**config.mk**
```make
export PLATFORM = sky130hd
export DESIGN_NAME = imem_loader
export DESIGN_NICKNAME = d
export VERILOG_FILES = /design/src/rtl/imem_loader.sv
export SDC_FILE = /design/constraint.sdc
export NUM_CORES = 1
export LEC_CHECK = 0
export ABC_AREA = 1
export BUFFER_PORTS_ARGS = -buffer_cell sky130_fd_sc_hd__buf_2
export CORE_ASPECT_RATIO = 0.75
export CORE_MARGIN = 4
export CORE_UTILIZATION = 40
export CTS_CLUSTER_DIAMETER = 30
export DETAILED_ROUTE_END_ITERATION = 10
export PLACE_DENSITY = 0.66
export SYNTH_ARGS = -nofsm -noshare
export SYNTH_HDL_FRONTEND = slang
export SYNTH_SLANG_ARGS = --single-unit
```
**constraint.sdc**
```tcl
create_clock -name clk -period 3.6 [get_ports clk]
set_clock_uncertainty 0.05 [all_clocks]
set_input_delay 0.36 -clock clk [delete_from_list [all_inputs] [get_ports clk]]
set_output_delay 0.36 -clock clk [all_outputs]
set_load 0.02 [all_outputs]
```
**src/rtl/imem_loader.sv**
```systemverilog
// Boot-time instruction memory loader: byte stream -> big-endian 32-bit words, holds the CPU in reset until loaded.
// Optional trailer checksum enabled by defining IMEM_LOADER_CHECKSUM_EN.
module imem_loader #(
  parameter int unsigned ADDR_W = 8
) (
  input  logic              clk,
  input  logic              rst,
  input  logic [7:0]        in_data,
  input  logic              in_valid,
  output logic              in_ready,
  input  logic              restart,
  output logic              mem_we,
  output logic [ADDR_W-1:0] mem_addr,
  output logic [31:0]       mem_wdata,
  output logic              cpu_hold,
  output logic              done,
  output logic              error
);

  localparam int unsigned IDX_W = ADDR_W + 1;
  localparam int unsigned CAP   = 1 << ADDR_W;

  typedef enum logic [2:0] {
    S_HDR0, S_HDR1, S_DATA, S_CHECK, S_DONE, S_ERROR
  } state_t;

  state_t            state, state_n;
  logic [1:0]        byte_cnt, byte_cnt_n;
  logic [IDX_W-1:0]  word_idx, word_idx_n;
  logic [15:0]       count, count_n;
  logic [23:0]       word, word_n;
  logic              ready_q, ready_n;
  logic              mem_we_n, cpu_hold_n, done_n, error_n;
  logic [ADDR_W-1:0] mem_addr_n;
  logic [31:0]       mem_wdata_n;
  logic [15:0]       hdr_count;
  logic              accept;
`ifdef IMEM_LOADER_CHECKSUM_EN
  logic [7:0]        xor_acc, xor_n;
`endif

  assign accept    = in_valid && in_ready;
  assign hdr_count = {count[15:8], in_data};
  // Ready is a registered flag, but must drop immediately while reset is asserted
  assign in_ready  = ready_q && !rst;

  // State and output registers
  always_ff @(posedge clk or posedge rst) begin
    if (rst) begin
      state     <= S_HDR0;
      byte_cnt  <= 2'd0;
      word_idx  <= '0;
      count     <= 16'd0;
      word      <= 24'd0;
      ready_q   <= 1'b1;
      mem_we    <= 1'b0;
      mem_addr  <= '0;
      mem_wdata <= 32'd0;
      cpu_hold  <= 1'b1;
      done      <= 1'b0;
      error     <= 1'b0;
`ifdef IMEM_LOADER_CHECKSUM_EN
      xor_acc   <= 8'd0;
`endif
    end else begin
      state     <= state_n;
      byte_cnt  <= byte_cnt_n;
      word_idx  <= word_idx_n;
      count     <= count_n;
      word      <= word_n;
      ready_q   <= ready_n;
      mem_we    <= mem_we_n;
      mem_addr  <= mem_addr_n;
      mem_wdata <= mem_wdata_n;
      cpu_hold  <= cpu_hold_n;
      done      <= done_n;
      error     <= error_n;
`ifdef IMEM_LOADER_CHECKSUM_EN
      xor_acc   <= xor_n;
`endif
    end
  end

  // Next-state and next-output logic
  always_comb begin
    state_n     = state;
    byte_cnt_n  = byte_cnt;
    word_idx_n  = word_idx;
    count_n     = count;
    word_n      = word;
    mem_we_n    = 1'b0;
    mem_addr_n  = mem_addr;
    mem_wdata_n = mem_wdata;
    cpu_hold_n  = cpu_hold;
    done_n      = done;
    error_n     = error;
`ifdef IMEM_LOADER_CHECKSUM_EN
    xor_n       = xor_acc;
`endif

    if (restart) begin
      state_n    = S_HDR0;
      byte_cnt_n = 2'd0;
      word_idx_n = '0;
      count_n    = 16'd0;
      cpu_hold_n = 1'b1;
      done_n     = 1'b0;
      error_n    = 1'b0;
`ifdef IMEM_LOADER_CHECKSUM_EN
      xor_n      = 8'd0;
`endif
    end else if (accept) begin
      case (state)
        S_HDR0: begin
          count_n = {in_data, 8'd0};
          state_n = S_HDR1;
        end
        S_HDR1: begin
          count_n = hdr_count;
          if (32'(hdr_count) > CAP) begin
            state_n = S_ERROR;
            error_n = 1'b1;
          end else if (hdr_count == 16'd0) begin
`ifdef IMEM_LOADER_CHECKSUM_EN
            state_n = S_CHECK;
`else
            state_n    = S_DONE;
            done_n     = 1'b1;
            cpu_hold_n = 1'b0;
`endif
          end else begin
            state_n = S_DATA;
          end
        end
        S_DATA: begin
          word_n     = {word[15:0], in_data};
          byte_cnt_n = byte_cnt + 2'd1;
`ifdef IMEM_LOADER_CHECKSUM_EN
          xor_n      = xor_acc ^ in_data;
`endif
          if (byte_cnt == 2'd3) begin
            mem_we_n    = 1'b1;
            mem_addr_n  = word_idx[ADDR_W-1:0];
            mem_wdata_n = {word, in_data};
            word_idx_n  = word_idx + IDX_W'(1);
            if (32'(word_idx) + 32'd1 == 32'(count)) begin
`ifdef IMEM_LOADER_CHECKSUM_EN
              state_n = S_CHECK;
`else
              state_n    = S_DONE;
              done_n     = 1'b1;
              cpu_hold_n = 1'b0;
`endif
            end
          end
        end
`ifdef IMEM_LOADER_CHECKSUM_EN
        S_CHECK: begin
          if (in_data == xor_acc) begin
            state_n    = S_DONE;
            done_n     = 1'b1;
            cpu_hold_n = 1'b0;
          end else begin
            state_n = S_ERROR;
            error_n = 1'b1;
          end
        end
`endif
        default: ;
      endcase
    end

    ready_n = (state_n != S_DONE) && (state_n != S_ERROR);
  end

endmodule

```
======== Word-level counts from Yosys, hierarchy flattened ========
Index checks and enable logic that the tools add are counted.
word-level totals
  output and inout port bits .............. 45
  memories kept ........................... 0
  word-level logic and storage cells ...... 90
  register bits ........................... 99
  ROM bits ................................ 0
  memory bits (writable) .................. 0
  input port bits ......................... 12
  bits in latches ......................... 0
operators by class
  eq/ne operators ......................... 11
  shifts and indexed selects .............. 0
  multiply operators ...................... 0
  mux-type cells .......................... 39
  bitwise operators ....................... 1
  magnitude comparators ................... 1
  reductions and logical operators ........ 22
  divide/modulo/power cells ............... 0
  add/subtract/negate cells ............... 3
operators with widths
  kind                                                                              number
  9-bit two-way mux                                                                 4
  16-bit two-way mux                                                                2
  16-bit one-hot mux with 2 select lines                                            1
  1-bit two-way mux                                                                 20
  3-bit two-way mux                                                                 6
  3-bit != test, second input constant                                              6
  10-bit by 16-bit == test with 1-bit output                                        1
  16-bit by 9-bit greater-than comparator with 1-bit output, second input constant  1
  16-bit zero test                                                                  1
  3-bit AND reduction                                                               4
  2-bit nonzero test                                                                6
  9-bit by 1-bit adder with 10-bit output, second input constant                    1
  9-bit by 1-bit adder with 9-bit output, second input constant                     1
  3-bit one-hot mux with 3 select lines                                             1
  2-bit two-way mux                                                                 3
  6-bit AND reduction                                                               1
  3-bit nonzero test                                                                2
  1-bit one-hot mux with 2 select lines                                             2
  2-bit AND reduction                                                               2
  4-bit AND reduction                                                               1
  3-bit by 1-bit == test with 1-bit output, second input constant                   1
  3-bit by 2-bit == test with 1-bit output, second input constant                   1
  1-bit logical AND                                                                 3
  3-bit zero test                                                                   1
  5 further kinds                                                                   5

======== Logic depth before layout (Yosys ltp) ========
  depth after elaboration ................. 9
  mapped depth ............................ 14
  depth with buffers taken out ............ 14

======== Worst setup path before layout ========
No wires, ideal clock.
  kind .................................... register -> register
  start ................................... register ready_q
  end ..................................... register mem_wdata[26]
  buffers on the path ..................... 2
  required time ........................... 3433 ps
  stages on the path, launching flop included .. 12
  setup time .............................. 117 ps
  clock period less this slack ............ 2096 ps
  slack ................................... 1504 ps
  arrival ................................. 1929 ps
  cell sequence ........................... dfstp_2 -> inv_1 -> nor2_1 -> nand2_1 -> nor3_4 -> inv_2 -> nor2_4 -> inv_2 -> buf_6 -> buf_6 -> nand2_1 -> nand2_1
between the ends
  cells in the longest elaborated chain, start to end .. 3
ends and longest elaborated chain
  element                        RTL line  source
  start, declared                32        logic ready_q, ready_n;
  start signal, assigned         71        ready_q <= ready_n;
  1-bit logical AND              45        assign in_ready = ready_q && !rst;
  named net in_ready             10        output logic in_ready,
  1-bit logical AND              42        assign accept = in_valid && in_ready;
  4-bit AND reduction (no line)  n/a
  end signal, assigned           74        mem_wdata <= mem_wdata_n;
  end, declared                  14        output logic [31:0] mem_wdata,
The timed path passes the listed nets, and every way through them passes these cells.
A chain may end at the register's enable or synchronous reset.

======== Worst setup path after layout ========
  start ................................... register ready_q
  end ..................................... register mem_wdata[18]
between the ends
  cells in the longest elaborated chain, start to end .. 3
ends and longest elaborated chain
  element                        RTL line
  1-bit logical AND              45
  1-bit logical AND              42
  4-bit AND reduction (no line)  n/a
Every way passes these cells.

==> metrics.md <==
| Metric | Value |
|---|---|
| Hold Vio Cnt, Final | 0 |
| Die Y | 97.6 microns |
| Post-Synthesis Cells | 499 |
| Number of synthesized flops with an enable pin | 0 |
| Slowest CP cell | dfstp_2 |
| Commonest non-fill, non-tap cell in the layout | nand2_1 |
| CP Launch Type | flip-flop |
| Netlist cell types | 31 |
| Most frequent cells in the layout | nand2_1 (147), dfrtp_1 (97), o21ai_0 (73) |
| Slew Viols, Final | 0 |
| Routed WL | 9600 microns |
| Die X | 128 microns |
| GRT overflow | 0 |
| Vias in the first global route | 3394 |
| CTS sink cnt | about 100 |
| Routed vias | 3408 |
| Avg Cell Area, Syn | 8.59 sq um |
| Worst Tran Pin Value | 1170 ps |
| Placed Area | between 0.004 and 0.005 sq mm |
| Fraction of layout cells with a size suffix above 1 | 0.163 |
| Post-route worst setup slack | roughly 1100 ps |
| Starting Density | 0.413 |
| Kind of critical path | reg -> reg |
| Vias per inst | 4.91 |
| Async SR Flop Fraction | 1.00 |
| Final setup fails | 0 |
| Initial DRC Count | 292 |
| Status | completed |
| Cell Area, Synth | approximately 0.0043 sq mm |
| Post-DP HPWL | 6900 microns |
| GRT Resource Usage Total | 0.166 |
| Area growth syn-to-layout | 15.5% |
| Clock Tree Buf Depth | 2 |
| Main area contributors after synthesis | dfrtp_1 (57%), nand2_1 (13%), o21ai_0 (8.5%), inv_1 (5.9%), nand3_1 (3.5%) |
| Worst skew pair latency | 340 ps |
| Crit-path cells | inv_1 -> nor2_1 -> nand2_1 -> nor3_4 -> inv_2 -> nor2_4 -> inv_2 -> nand2_1 -> o21ai_0 |
| Worst-path clk slew | 70 ps |
| Root Driver | clkbuf_16 |
| Antenna violations before repair | 0 |
| Delay of the slowest critical-path stage | around 520 ps |
| WP data required | 3710 ps |
| #FFs+latches synth | 99 |
| Cts hold-fix bufs | 0 |
| Ant diodes | 0 |
| Worst endpoint data arrival time | 2640 ps |
| Class of the worst hold path | in -> async |
| Fin area | 0.00495 sq mm |
| Post-route ant nets | 0 |
| Routability congestion estimate from global placement | 0.815 |
| Core area | a little over 0.01 sq mm |
| Remaining DRCs | 0 |
| Pre-antenna DRT Iters | 6 |
| Row count | 32 |
| PortBufs | 56 |
| Maxcap violations | 0 |
| CP Buf/Inv Count | 3 |
| I/O pin count | 57 |
| Fill count | just under 1000 |
| Cell taking the most area after synthesis | dfrtp_1 |
| Post-synth top flop | dfrtp_1 |
| Avg WL per Cell | 13.8 microns |
| CP Capture Type | flip-flop |
| YS warnings | 0 |
| Design Power | 2.54 mW |
| Die ar. | 0.0124 sq mm |
| Final Cycle Share | 0.703 |
| Total CTS buffers | 9 |
| Min Clock Period, post-route | 2530 ps |
| Dpl ws | ~1100 ps |
| Pin count of the biggest net entering global routing | 79 |
| TritonCTS clock tree | built |
| Worst vdd ir | 0.311 mV |
| RSZ-0062 raised after global routing | no |
| First-pass GRT wire length | roughly 17000 microns |
| Post-synthesis sequential area ratio | 0.579 |
| Yosys top cell area share | 0.567 |
| Slew HR | 0.220 |
| Leakage power | approximately 2.6 nW |
| Htree depth | 3 |
| Syn nets | 513 |
| Final #Nets | approximately 570 |
| F_max | 395 MHz |
| Power Dens Cells | 513 mW/mm^2 |
| Crit-path max FO | ~80 |
| TNS Setup | 0 ps |
| Setup repair bufs after CTS | 0 |
| # resized after CTS | 0 |
| Top Family by Delay on Critical Path | simple AND/OR/NAND/NOR gates |
## through the flow
stage / utilization / cells / hold slack (ps)
floorplan: - / 499 / 399
global placement: 0.450 / 678 / 401
detailed placement: 0.450 / 678 / 401
CTS: 0.477 / 694 / 69.9
global route: 0.477 / 694 / 103
finish: 0.477 / 694 / 48.2
## cell type report
class	instances	area [sq um]	area share
clock buffer	10	229	0.0463
tap	136	170	0.0344
sequential	99	2480	0.501
multi-input combinational	314	1450	0.293
inverter	70	265	0.0536
timing repair buffer	59	303	0.0612
clock inverter	6	50.0	0.0101
## cell families after synthesis
family,count (synthesis),synth area share
buffers and inverters,86,0.0824
AO/OA/AOI/OAI,100,0.128
AND/OR/NAND/NOR,212,0.205
flip-flops,99,0.579
adder cells (fa/ha/maj),2,0.00584
## flip-flops by register name, indices dropped and copies added (netlist names)
name / flops
mem_wdata: 32
word: 24
count: 16
word_idx: 9
mem_addr: 8
state: 3
byte_cnt: 2
cpu_hold: 1
done: 1
error: 1
mem_we: 1
ready_q: 1
## worst paths after layout
path / start / end / slack, ps / cells after the start
worst max-delay path: ready_q / mem_wdata[18] / 1070 / 9
max in group asynchronous: rst / word[8] / 2660 / 3
worst min register to register: cpu_hold / cpu_hold / 410 / 2
min in group clk: in_data[3] / word[3] / 260 / 3
worst max register to register: ready_q / mem_wdata[18] / 1070 / 9
worst min-delay path: rst / error / 50 / 2
## where the power goes
group / internal, mW / switching, mW
Sequential: 1.25 / 0.0649
Combinational: 0.0922 / 0.223
Clock: 0.478 / 0.430
## metal layers
metal	GRT usage	vias to the layer above	part of all wire
met5	0	-	0
met4	0.0478	0	0.0092
met3	0.0374	7	0.057
met2	0.241	96	0.43
met1	0.249	1605	0.50
li1	-	1700	-
## worst register-to-register path, cell delays in order, from the launching register on
cell and delay, ps:
dfstp_2 520, inv_1 30, nor2_1 110, nand2_1 170, nor3_4 180, inv_2 160
nor2_4 280, inv_2 500, nand2_1 230, o21ai_0 120
## cell usage after synthesis, drive strengths merged, types with 3 or more instances
library cell,instances
a21oi,9
o21ai,79
o22ai,7
nand4,4
nand3,30
dfrtp,97
inv,69
nor3,3
buf,9
clkbuf,7
nand2,148
nor2,25
Power figures use the tool's default switching activity.
